## src/rtl/onehot_req_scheduler_if.sv

```systemverilog
// Grant handshake between the request scheduler and its one-hot consumer.
// The master drives the registered one-hot grant; the slave returns ready.
interface onehot_req_scheduler_if #(
    parameter int unsigned N = 8
);
    logic [N-1:0] grant_onehot;
    logic         grant_valid;
    logic         grant_ready;

    modport master (
        output grant_onehot,
        output grant_valid,
        input  grant_ready
    );

    modport slave (
        input  grant_onehot,
        input  grant_valid,
        output grant_ready
    );
endinterface

```

## src/rtl/onehot_req_scheduler.sv

```systemverilog
// Captures rising edges on the request lines as pending events and issues them one at a
// time as a registered one-hot grant, with round-robin choice among pending lines.
module onehot_req_scheduler #(
    parameter int unsigned N = 8
) (
    input  logic                      clk,
    input  logic                      rst,
    input  logic [N-1:0]              req_in,
    onehot_req_scheduler_if.master    gnt,
    output logic [N-1:0]              pending,
    output logic [$clog2(N+1)-1:0]    pending_cnt,
    output logic [N-1:0]              ovf_flags,
    input  logic                      ovf_clr
);
    localparam int unsigned PW = $clog2(N);
    localparam int unsigned CW = $clog2(N + 1);

    if (N != 8) begin : g_bad_n
        $error("onehot_req_scheduler: N must be 8");
    end

    logic [N-1:0]  req_q;
    logic [N-1:0]  rise;
    logic [N-1:0]  load_mask;
    logic [N-1:0]  pending_d;
    logic [N-1:0]  ovf_d;
    logic [PW-1:0] ptr;
    logic [PW-1:0] idx;
    logic [PW-1:0] cand;
    logic          found;
    logic          slot_free;
    logic          load;

    function automatic logic [CW-1:0] popcount(input logic [N-1:0] v);
        logic [CW-1:0] c;
        c = '0;
        for (int i = 0; i < N; i++) begin
            c = c + CW'(v[i]);
        end
        return c;
    endfunction

    assign rise      = req_in & ~req_q;
    assign slot_free = ~gnt.grant_valid | gnt.grant_ready;

    // Search registered pending only, upward from ptr with wrap; this cycle's rise waits.
    always_comb begin
        found = 1'b0;
        idx   = '0;
        cand  = '0;
        for (int i = 0; i < N; i++) begin
            cand = ptr + PW'(i);
            if (!found && pending[cand]) begin
                found = 1'b1;
                idx   = cand;
            end
        end
    end

    assign load = slot_free & found;

    always_comb begin
        load_mask = '0;
        if (load) begin
            load_mask[idx] = 1'b1;
        end
    end

    assign pending_d = (pending & ~load_mask) | rise;
    // A rise on a line being loaded this cycle is a fresh event, not an overflow.
    assign ovf_d     = (ovf_clr ? '0 : ovf_flags) | (rise & pending & ~load_mask);

    always_ff @(posedge clk) begin
        req_q <= req_in;
        if (rst) begin
            pending          <= '0;
            pending_cnt      <= '0;
            ovf_flags        <= '0;
            ptr              <= '0;
            gnt.grant_valid  <= 1'b0;
            gnt.grant_onehot <= '0;
        end else begin
            pending     <= pending_d;
            pending_cnt <= popcount(pending_d);
            ovf_flags   <= ovf_d;
            if (slot_free) begin
                gnt.grant_valid  <= load;
                gnt.grant_onehot <= load_mask;
            end
            if (load) begin
                ptr <= idx + PW'(1);
            end
        end
    end
endmodule

```

## src/flat_wrapper.sv

```systemverilog
// flat-port wrapper written by rule: the top's interface ports become plain ports
module onehot_req_scheduler_flat 
#(
    parameter int unsigned N = 8
)
  (clk, rst, req_in, pending, pending_cnt, ovf_flags, ovf_clr, gnt_grant_onehot, gnt_grant_valid, gnt_grant_ready);
  onehot_req_scheduler_if #(.N(N)) gnt_i ();
  input  logic clk;
  input  logic rst;
  input  logic [N-1:0] req_in;
  output logic [N-1:0] pending;
  output logic [$clog2(N+1)-1:0] pending_cnt;
  output logic [N-1:0] ovf_flags;
  input  logic ovf_clr;
  output wire logic [$bits(gnt_i.grant_onehot)-1:0] gnt_grant_onehot;
  output wire logic [$bits(gnt_i.grant_valid)-1:0] gnt_grant_valid;
  input wire logic [$bits(gnt_i.grant_ready)-1:0] gnt_grant_ready;
  assign gnt_grant_onehot = gnt_i.grant_onehot;
  assign gnt_grant_valid = gnt_i.grant_valid;
  assign gnt_i.grant_ready = gnt_grant_ready;
  onehot_req_scheduler #(.N(N)) u_core (.clk(clk), .rst(rst), .req_in(req_in), .gnt(gnt_i), .pending(pending), .pending_cnt(pending_cnt), .ovf_flags(ovf_flags), .ovf_clr(ovf_clr));
endmodule
```

## config.mk

```make
export PLATFORM = sky130hd
export DESIGN_NAME = onehot_req_scheduler_flat
export DESIGN_NICKNAME = d
export VERILOG_FILES = /design/src/rtl/onehot_req_scheduler_if.sv /design/src/rtl/onehot_req_scheduler.sv /design/src/flat_wrapper.sv
export SDC_FILE = /design/constraint.sdc
export NUM_CORES = 1
export LEC_CHECK = 0
export BUFFER_PORTS_ARGS = -buffer_cell sky130_fd_sc_hd__buf_2
export CAP_MARGIN = 10
export CORE_MARGIN = 2
export CORE_UTILIZATION = 43
export CTS_BUF_LIST = sky130_fd_sc_hd__clkbuf_4 sky130_fd_sc_hd__clkbuf_8
export DETAILED_ROUTE_END_ITERATION = 16
export GPL_TIMING_DRIVEN = 0
export PLACE_DENSITY_LB_ADDON = 0.12
export RECOVER_POWER = 100
export SYNTH_ARGS = -nofsm -noshare
export SYNTH_HDL_FRONTEND = slang
export SYNTH_SLANG_ARGS = --single-unit
```

## constraint.sdc

```tcl
create_clock -name clk -period 5.9 [get_ports clk]
set_input_delay 1.18 -clock clk [delete_from_list [all_inputs] [get_ports clk]]
set_output_delay 1.18 -clock clk [all_outputs]
set_load 0.05 [all_outputs]
```

# [After elaboration in Yosys (flattened, before gate mapping)]
# Index checks and enable logic that the tools add are counted.
[word_totals] wordCells=94 register_bits=40
[classes] bitwise_logic=11 addsub=15 n_mux=36 n_reduce_logical=15 order_cmp=10
[op_table] op="$lt A3 B4 Y1 const B" count=9
[op_table] op="$and A8 B8 Y8" count=4
[op_table] op="$add A4 B1 Y4" count=6
[op_table] op="$bmux W1 S3" count=8
[op_table] op="$mux W3" count=8
[op_table] op="$mux W1" count=17
[op_table] op="$mux W8" count=2
[op_table] op="$not A8 Y8" count=2
[op_table] op="$or A8 B8 Y8" count=2
[op_table] op="$add A3 B3 Y3 const B" count=4
[op_table] op="$logic_and A1 B1 Y1" count=8
[op_table] op="$logic_not A1 Y1" count=7
[op_table] op="$add A3 B1 Y3 const B" count=2
[op_table] op="$add A3 B2 Y3 const B" count=2
[op_table] op="$demux W1 S3" count=1
[op_table] op="$ge A3 B1 Y1 const B" count=1
[op_table] op="$add A1 B1 Y2" count=1
[op_table] op="$and A1 B1 Y1" count=1
[op_table] op="$not A1 Y1" count=1
[op_table] op="$or A1 B1 Y1" count=1

# [Depth between registers and ports, before layout]
# Gate-level depths: netlist of run 1.
[logic_depth] ltp_word=39 mapped_depth=26

# [Worst setup path after synthesis of run 1]
# No wires, ideal clock.
[synth_timing] kind="register to register" startpoint="register u_core.ptr[1]" endpoint="register u_core.pending_cnt[1]" slack_ns=-0.047 setup_ns=0.066 stages_incl_launch_ff=25 path_buffers=5 synth_period_minus_slack_ns=5.947 arrival_time_ns=5.881 cell_sequence="dfxtp_1 -> buf_2 -> clkbuf_1 -> inv_1 -> ha_1 -> buf_6 -> buf_4 -> mux2i_1 -> mux4_2 -> nor2_1 -> a21oi_1 -> o211a_1 -> o41a_1 -> buf_2 -> a211oi_1 -> o21ai_1 -> ha_1 -> fa_1 -> inv_1 -> fa_1 -> inv_1 -> fa_1 -> inv_1 -> fa_1 -> nor2_1"
[synth_via] elab_chain_cells=39 word_cells_on_any_way=70 cone_classes="14 x add/sub; 2 x order compare; 35 x mux; 4 x bitwise; 15 x reduce/logical"
[synth_rtl] element="start: declaration" line_no="onehot_req_scheduler.sv:27" rtl="logic [PW-1:0] ptr;"
[synth_rtl] element="start signal: assignment" line_no="onehot_req_scheduler.sv:91" rtl="ptr <= idx + PW'(1);"
[synth_rtl] element="branches (longest 28 deep; another with $add A3 B1 Y3)"
[synth_rtl] element="$mux W8 (*)" line_no="onehot_req_scheduler.sv:64" rtl="if (load) begin"
[synth_rtl] element="$not A8 Y8 (*)" line_no="onehot_req_scheduler.sv:69" rtl="assign pending_d = (pending & ~load_mask) | rise;"
[synth_rtl] element="$and A8 B8 Y8 (*)" line_no="onehot_req_scheduler.sv:69"
[synth_rtl] element="$or A8 B8 Y8 (*)" line_no="onehot_req_scheduler.sv:69"
[synth_rtl] element="via u_core.pending_d[1]" line_no="onehot_req_scheduler.sv:25" rtl="logic [N-1:0] pending_d;"
[synth_rtl] element="$add A1 B1 Y2 (*)" line_no="onehot_req_scheduler.sv:38" rtl="c = c + CW'(v[i]);"
[synth_rtl] element="$add A4 B1 Y4 (*) (6 in a row)" line_no="onehot_req_scheduler.sv:38"
[synth_rtl] element="end signal: assignment" line_no="onehot_req_scheduler.sv:84" rtl="pending_cnt <= popcount(pending_d);"
[synth_rtl] element="end: declaration" line_no="onehot_req_scheduler.sv:11" rtl="output logic [$clog2(N+1)-1:0] pending_cnt,"
# Mark *: on every way through the listed nets, which the timed path passes. The select of a mux whose other input is x is not followed.
# A chain may end at the register's enable or synchronous reset.

# [Final worst setup path of run 1]
[layout_timing] startpoint="register u_core.ptr[0]" endpoint="register u_core.pending_cnt[1]"
# Same word-level chain as after synthesis.

==> impl_metrics.toml, run 1 <==
[timing]
fin_setup_tns_ns = 0
finalCritPeriodShare_pct = 96.91
fin_skew_ns = 0.006401
slew_violations = 0
worst_pin_slew_ns = 0.6344
max_freq_ghz = 0.1749
maxSlewHeadroom_pct = 57.55
finalHoldViolations = 0
fin_crit_ns = 5.717
setup_violations = 0
holdWs_ns = 0.4551

[synthesis]
synth_area_leaders = "dfxtp_1, mux4_2, mux2i_1, mux2_2, nand2b_1"
synth_area_per_cell_um2 = 9.754
yosysWarnings = 0
yosysSeqAreaShare_pct = 27.10
synthDominantCellAreaShare_pct = 27.10
synth_xor_area_share_pct = 1.482
synth_edf_count = 0
synthSimpleGateAreaFrac_pct = 16.17
netlist_instances = 303
syn-cell-area_um2 = 2955
synthTopCellsByCount = "dfxtp_1, nand2_1, mux4_2, nor2_1, mux2i_1"
synth_compound_area_share_pct = 19.73
yosysMostFrequentCell = "dfxtp_1"
async_reset_ff_share_pct = 0
synth_top_area_cell = "dfxtp_1"
synthDistinctLibCells = 61
synth_fa_ha_area_share_pct = 4.826
syn-num-nets = 324
synth.area.mux_share_pct = 24.47
ys.flop_type = "dfxtp_1"
synth-seq-cells = 40
synth_top_family_by_area = "multiplexers"

[cts]
cts.sinks = 40
cts_tree = "yes"
clk_pin_slew_ns = 0.08
max-clock-path-buffers = 2
numCtsBuffers = 5
htree_levels = 2
clk_latency_ns = 0.30
ctsHoldBuffers = 0
root_buffer = "clkbuf_8"

[place]
gp_congestion = 0.9374
hpwl_um = 6421
portBuffers = 40

[worst_setup_path]
r2r_slack_ns = 0.18
r2r-end = "u_core.pending_cnt[1]"
path_buf_inv = 9
cp.arrival_ns = 5.94
crit_path_start_kind = "register"
worstReg2RegStart = "u_core.ptr[0]"
slowest_stage = "mux4_2"
required_ns = 6.13
cp_cell_sequence = "buf_6 > inv_4 > buf_12 > ha_4 > buf_6 > buf_8 > mux2i_4 > mux4_2 > nor2_1 > a21oi_1 > o211a_1 > o41a_1 > buf_6 > a211oi_4 > o21ai_2 > ha_4 > fa_1 > inv_1 > fa_1 > inv_1 > fa_2 > inv_2 > fa_1 > nor2_1"
cp_slowest_stage_delay_ns = 0.60
critPathTopFamily = "adder cells"
worstSetupEndpointType = "register"
critical_path_class = "reg -> reg"
r2r_cells = 24
worstPathMaxFanout = 10

[global_route]
grtUsageTotal_pct = 24.49
gr-total-overflow = 0
antenna_found_initial = 0
grt_pass1_vias = 2614
grt_max_degree = 12
grt_pass1_wl_um = 14190

[final_layout]
finalNetCount = 390
fin_util_pct = 54.15
drive_gt1_share_pct = 28.73
diodes = 0
area.growth.synth_to_final_pct = 23.12

[worst_hold_path]
min_path_type = "reg -> reg"
hp-start = "u_core.gnt.grant_onehot[3]"
hold_path_end = "u_core.gnt.grant_onehot[3]"
whs_path_depth = 2

[routing]
avgViaCountPerCell = 6.174
drt_pass1_iterations = 5
drtAntennaViolNets = 0
wl_met1_um = 3770
vias = 2772
initialDrtViolationCount = 237
met3WireLength_um = 577
drc = 0
routedWlPerCell_um = 20.04
maxUsedRoutingLayer = "met4"
totalWireLength_um = 8996
wl_met2_um = 4366

[floorplanning]
die_w_um = 86.90
design.die.area_um2 = 7552
io_pins = 41
die_y_um = 86.90
core_um2 = 6719
start_util_pct = 43.99
rows = 30

[status]
outcome = "completed"

[job]
drv_cap = 0
## placed cells by master (no fill, tap or decap), types with 3 or more instances in the layout
master    instances
inv_1            12
xor2_1            3
clkbuf_1         43
nor2b_1           5
o211ai_1          6
a31oi_1           3
a22o_1            3
a31o_1            3
buf_2            12
a32o_1            8
nand4_1           5
ha_1              3
nor3b_1           3
fa_1              3
clkbuf_8          5
nor2_1           16
and2_1            5
a21oi_1           7
mux4_2           18
o21ai_0           3
mux2_2           10
buf_4            20
buf_6             6
nand2b_1         13
o31ai_1           4
nand3_1          12
mux2i_1          13
dfxtp_1          38
a311oi_1          4
nand2_1          17
## cells by family (layout without fill, tap and decap cells)
kind of cell	count (synthesis)	after routing
and+or+nand+nor	90	90
AOI/OAI and AO/OA	72	72
muxes	47	47
DFF	40	40
buffers and inverters	40	106
adders and majority gates	9	9
xor gates and xnor gates	5	5
## sequential cells by signal (all words and copies together), names as in the netlist
name,count
u_core.gnt.grant_valid,1
u_core.gnt.grant_onehot,8
u_core.ovf_flags,8
u_core.pending,8
u_core.req_q,8
u_core.pending_cnt,4
u_core.ptr,3
## worst min-delay path, stage by stage, from the launching register on
cell     delay (ns)
dfxtp_1        0.31
nand2_1        0.05
o21ai_1        0.05
## metal layers
metal  up-vias  global-route usage (%)
met3        24                   4.265
li1       1279                       -
met5         -                       0
met2       120                   38.79
met4         0                   10.23
met1      1349                   33.03
## timing repair
action,in CTS,in global routing
gates cloned,0,0
resized for setup,25,21
setup endpoints to repair,4,3
setup buffers,8,13
pin swaps,3,8
## worst max-delay path by stage
stage / from / end / cells after the start
after floorplan: u_core.ptr[1] / u_core.pending_cnt[1] / 24
after detailed placement: u_core.ptr[1] / u_core.pending_cnt[1] / 24
after global placement: u_core.ptr[1] / u_core.pending_cnt[1] / 24
after global routing: u_core.ptr[0] / u_core.pending_cnt[1] / 24
after CTS: u_core.ptr[1] / u_core.pending_cnt[1] / 22
final: u_core.ptr[0] / u_core.pending_cnt[1] / 24
## layout make-up
| cell class | count | area (um^2) |
|---|---|---|
| multi-input combinational | 223 | 2102 |
| buffer | 23 | 165.2 |
| timing repair buffer | 61 | 324.1 |
| inverter | 15 | 62.56 |
| fill | 619 | 3080 |
| clock inverter | 1 | 5.005 |
| tap | 80 | 100.1 |
| clock buffer | 6 | 76.32 |
| sequential | 40 | 803.3 |
## through the flow
stage	area (um^2)	instances	setup WS (ns)
final	3638	449	0.1825
after global routing	3638	449	-0.003440
after floorplan	2957	303	0.08244
after CTS	3501	438	0.005941
after global placement	3257	423	-0.7258
after detailed placement	3257	423	-0.7703
Power of run 1 is not shown: default switching activity piles up to over one toggle a cycle in this logic, so the estimate is an artifact.
==> run 2: changes to the inputs <==
- ABC_AREA: default -> 1
==> run 2 against run 1 <==
Compared with the run above:
- non-clock buffer count fell by 39
- flip-flop and latch count did not move
- largest cell class unchanged
- fmax rose by 5.5%
- clock-buffer cell count rose by 1
- critical path depth rose by 3
- die area fell by 16%
- synthesized area fell by 16%
==> impl_metrics.toml, run 2 <==
[routing]
totalWireLength_um = 5789
drc = 0
initialDrtViolationCount = 116
vias = 2251
drtAntennaViolNets = 0
drt_pass1_iterations = 4
routedWlPerCell_um = 12.42
avgViaCountPerCell = 4.830

[timing]
fin_setup_tns_ns = 0
finalCritPeriodShare_pct = 91.88
slew_violations = 0
finalHoldViolations = 0
fin_skew_ns = 0.009303
setup_violations = 0
setup_ws_ns = 0.4789
rsz0062_at_grt = "false"
maxSlewHeadroom_pct = 54.95
max_freq_ghz = 0.1845
fin_crit_ns = 5.421
worst_pin_slew_ns = 0.6732

[global_route]
grt_max_degree = 13
use_met2_pct = 31.09
busiest_layer = "met2"
grt_pass1_wl_um = 9480
grtUsageTotal_pct = 19.25
grt_use_met3_pct = 3.846
grt_pass1_vias = 2013
antenna_found_initial = 0
use_met1_pct = 26.24
gr-total-overflow = 0

[worst_setup_path]
slowest_stage = "fa_1"
worstReg2RegStart = "u_core.ptr[1]"
crit_path_start_kind = "register"
r2r_slack_ns = 0.48
cp.arrival_ns = 5.65
worstSetupEndpointType = "register"
critical_path_class = "reg -> reg"
cp.depth = 27
cp_slowest_stage_delay_ns = 0.51
r2r-end = "u_core.pending_cnt[1]"
path_common_cell = "inv_1"
critPathTopFamily = "adder cells"
r2r_cells = 27
required_ns = 6.13
worstPathMaxFanout = 9
path_buf_inv = 8

[place]
hpwl_um = 4645
gp_congestion = 0.8481
placed_area_um2 = 2758
portBuffers = 39
pre_cts_slack_ns = 0.6150
placed_cells = 458

[synthesis]
yosysSeqAreaShare_pct = 32.39
synth_area_per_cell_um2 = 7.125
synth_top_area_cell = "dfxtp_1"
synth_edf_count = 0
synthDominantCellAreaShare_pct = 32.39
synth-seq-cells = 40
syn-num-nets = 368
ys.flop_type = "dfxtp_1"
synth_area_leaders = "dfxtp_1, nand2_1, inv_1, nand3_1, a21oi_1"
synthTopCellsByCount = "nand2_1, inv_1, dfxtp_1"
netlist_instances = 347
yosysMostFrequentCell = "nand2_1"
synthDistinctLibCells = 34
async_reset_ff_share_pct = 0
yosysWarnings = 0
syn-cell-area_um2 = 2472

[cts]
cts.sinks = 40
post-cts-setup-buffers = 0
max-clock-path-buffers = 2
postCtsResizedCells = 0
root_buffer = "clkbuf_8"
ctsHoldBuffers = 0
htree_levels = 2
clk_pin_slew_ns = 0.08
clk_latency_ns = 0.29
cts_tree = "yes"
numCtsBuffers = 5

[final_layout]
area.growth.synth_to_final_pct = 11.79
diodes = 0
layout_common_cells = "nand2_1, inv_1, dfxtp_1, nand3_1, clkbuf_1"
finalNetCount = 414
stdcell_count = 466
drive_gt1_share_pct = 12.69
fin_area_um2 = 2764
final_common_cell = "nand2_1"

[floorplanning]
design.die.area_um2 = 6372
start_util_pct = 44.63
die_w_um = 79.83
core_um2 = 5540
rows = 27
die_y_um = 79.83
io_pins = 41

[worst_hold_path]
min_path_type = "reg -> reg"
hold_path_end = "u_core.ovf_flags[7]"
hp-start = "u_core.ovf_flags[7]"
whs_path_depth = 2

[status]
outcome = "completed"

[job]
drv_cap = 0
run 2: layout make-up:
type                    instances  area [um^2]
plain buffers                   6        41.29
clock buffers                   7        83.83
clock inverters                 1        8.758
fillers                       595         2776
inverters                      54        203.9
multi-input cells             247         1381
flip-flops and latches         40        800.8
well taps                      72        90.09
repair buffers                 39        153.9
run 2: through the flow:
step	hold WS [ns]	util, %
finish	0.4692	49.89
global route	0.4815	49.89
CTS	0.4685	51.45
detailed placement	0.4566	49.77
global placement	0.4538	49.77
floorplan	0.4846	-
run 2: worst max-delay path by stage:
stage                             start                    end  slack, ns
after global routing      u_core.ptr[1]  u_core.pending_cnt[1]       0.13
after floorplan           u_core.ptr[1]  u_core.pending_cnt[1]       1.19
after detailed placement  u_core.ptr[1]  u_core.pending_cnt[1]       0.61
final                     u_core.ptr[1]  u_core.pending_cnt[1]       0.48
after CTS                 u_core.ptr[1]  u_core.pending_cnt[1]       0.59
after global placement    u_core.ptr[1]  u_core.pending_cnt[1]       0.62
run 2: worst register-to-register path: cells and delay by family, from the launching register on:
family | cells | cell delay (ns)
adder cells (fa/ha/maj) | 6 | 2.45
AND/OR/NAND/NOR | 13 | 1.68
buffers and inverters | 8 | 0.90
flip-flops | 1 | 0.35
run 2: cell families (layout without fill, tap and decap cells):
| logic type | Yosys count | in the layout | synth area share [%] |
|---|---|---|---|
| simple gates | 190 | 190 | 38.72 |
| compound gates | 43 | 43 | 10.53 |
| fa+ha+maj | 9 | 9 | 5.769 |
| buf+inv | 60 | 107 | 9.919 |
| xor+xnor | 5 | 5 | 2.682 |
| flops | 40 | 40 | 32.39 |
run 2: routing by layer:
| metal | part of all wire, % | vias to the layer above |
|---|---|---|
| met5 | 0 | - |
| met4 | 1.2 | 0 |
| met3 | 3.1 | 5 |
| met2 | 47 | 42 |
| met1 | 49 | 1021 |
| li1 | - | 1183 |
Power of run 2 is left out for the same reason.
==> run 3: changes to the inputs <==
- BUFFER_PORTS_ARGS: -buffer_cell sky130_fd_sc_hd__buf_2 -> -buffer_cell sky130_fd_sc_hd__buf_4
- CORE_UTILIZATION: 43 -> 53
- clock period: 5.9 -> 4.4 ns (I/O delays scaled with it)
==> run 3 against run 2 <==
Compared with the run above:
- the flow now finishes with violations (setup timing)
- non-clock buffer count is 29 higher
- routed wire length is 18% higher
- sequential share of layout area decreased by 4.5 points
- cell count rose by 1.7%
- core utilization up 26 points
- clock-buffer cell count is 2 lower
- clock skew is essentially flat
- critical path depth shrank 1
- global-route usage is 7.6 points higher
- die area is 18% lower
- fmax grew 19%
- worst hold slack lost 0.0030 ns
==> impl_metrics.toml, run 3 (synthesis results as in run 2) <==
[worst_hold_path]
whs_path_depth = 2
min_path_type = "reg -> reg"
hp-start = "u_core.ovf_flags[7]"

[job]
drv_cap = 0

[routing]
avgViaCountPerCell = 5.291
initialDrtViolationCount = 186
drc = 0
drt_pass1_iterations = 4
drtAntennaViolNets = 0
routedWlPerCell_um = 14.44
totalWireLength_um = 6845
vias = 2508

[cts]
cts_tree = "yes"
numCtsBuffers = 5
root_buffer = "clkbuf_8"
cts.sinks = 40
ctsHoldBuffers = 0
htree_levels = 2
max-clock-path-buffers = 2
clk_pin_slew_ns = 0.08
clk_latency_ns = 0.29

[final_layout]
area.growth.synth_to_final_pct = 34.62
layout_common_cells = "nand2_1, inv_1, buf_4, dfxtp_1, clkbuf_1"
drive_gt1_share_pct = 34.36
diodes = 0
fin_util_pct = 75.40
finalNetCount = 443
final_common_cell = "nand2_1"
fill_cells = 347

[timing]
setup_ws_ns = -0.1710
setup_violations = 2
slew_violations = 0
fin_crit_ns = 4.571
rsz0062_at_grt = "true"
max_freq_ghz = 0.2188
maxSlewHeadroom_pct = 56.04
finalCritPeriodShare_pct = 103.9
finalHoldViolations = 0
fin_setup_tns_ns = -0.3073
worst_pin_slew_ns = 0.6570
fin_skew_ns = 0.008907

[worst_setup_path]
critical_path_class = "reg -> reg"
r2r-end = "u_core.pending_cnt[1]"
worstPathMaxFanout = 7
worstSetupEndpointType = "register"
startpoint = "u_core.ptr[1]"
r2r_cells = 26
r2r_slack_ns = -0.17
crit_path_start_kind = "register"
worstReg2RegStart = "u_core.ptr[1]"
cp.arrival_ns = 4.80
required_ns = 4.62
endpoint = "u_core.pending_cnt[1]"

[place]
portBuffers = 39
hpwl_um = 4689
gp_congestion = 0.8892

[floorplanning]
die_w_um = 72.30
core_um2 = 4414
die_y_um = 72.30
io_pins = 41
rows = 24
design.die.area_um2 = 5227
start_util_pct = 56.01

[status]
outcome = "finished, violations left"
violations = "setup timing"

[global_route]
antenna_found_initial = 0
grt_pass1_wl_um = 10850
grt_pass1_vias = 2332
grtUsageTotal_pct = 26.89
grt_max_degree = 13
gr-total-overflow = 0
run 3: cell types whose count changed in the layout (fill, tap and decap cells not counted), sizes merged:
cell	delta
clkbuf	-5
clkinvlp	+1
buf	+32
run 3: repair_timing:
action,in CTS,in global routing
setup endpoints to repair,4,4
resized for setup,35,17
pin swaps,31,27
setup buffers,21,8
run 3: area by class of cell:
type / instances / area (um^2) / share of cell area (%)
sequential: 40 / 813.3 / 24.44
buffer: 6 / 45.04 / 1.353
clock inverter: 2 / 12.51 / 0.3759
timing repair buffer: 68 / 420.4 / 12.63
multi-input combinational: 247 / 1675 / 50.34
clock buffer: 5 / 68.82 / 2.068
tap: 52 / 65.06 / 1.955
inverter: 54 / 227.7 / 6.842
run 3: critical path: stages (launching register included):
cell and delay, ns:
dfxtp_2 0.35, buf_8 0.11, clkinv_8 0.04, ha_4 0.29, inv_8 0.09, nand3_2 0.08
nand2_2 0.11, nand2_2 0.06, nand2_2 0.14, nand4_4 0.16, nor2_8 0.22, nand3_4 0.11
nand3_4 0.12, nand2_4 0.08, nor2_4 0.10, nand2_2 0.07, nand2_2 0.07, nand2_2 0.06
ha_4 0.24, fa_1 0.47, inv_1 0.05, fa_1 0.51, inv_2 0.04, fa_2 0.34
inv_2 0.07, fa_2 0.40, nor2_1 0.08
run 3: worst min-delay path by stage:
stage                                endpoint
after floorplan             u_core.pending[7]
after global placement    u_core.ovf_flags[7]
after detailed placement  u_core.ovf_flags[7]
after CTS                 u_core.ovf_flags[7]
after global routing      u_core.ovf_flags[4]
final                     u_core.ovf_flags[7]
run 3: metrics by stage:
step           setup slack (ns)  hold slack [ns]  cell area (um^2)  cells
6_report                -0.1710           0.4662              3328    474
5_1_grt                 -0.3623           0.4922              3328    474
4_1_cts                 -0.1747           0.4691              3302    466
3_5_place_dp            -0.4012           0.4566              2890    438
3_3_place_gp            -0.3719           0.4564              2890    438
2_1_floorplan          0.002842           0.4771              2532    347
run 3: metal layers:
layer  vias to the layer above  track usage (%)  share of wire [%]
li1                       1243                -                  -
met1                      1177            33.33                 42
met2                        75            47.40                 52
met3                        13            4.722                3.8
met4                         0            8.386                1.8
met5                         -                0                  0
Power of run 3 is left out for the same reason.
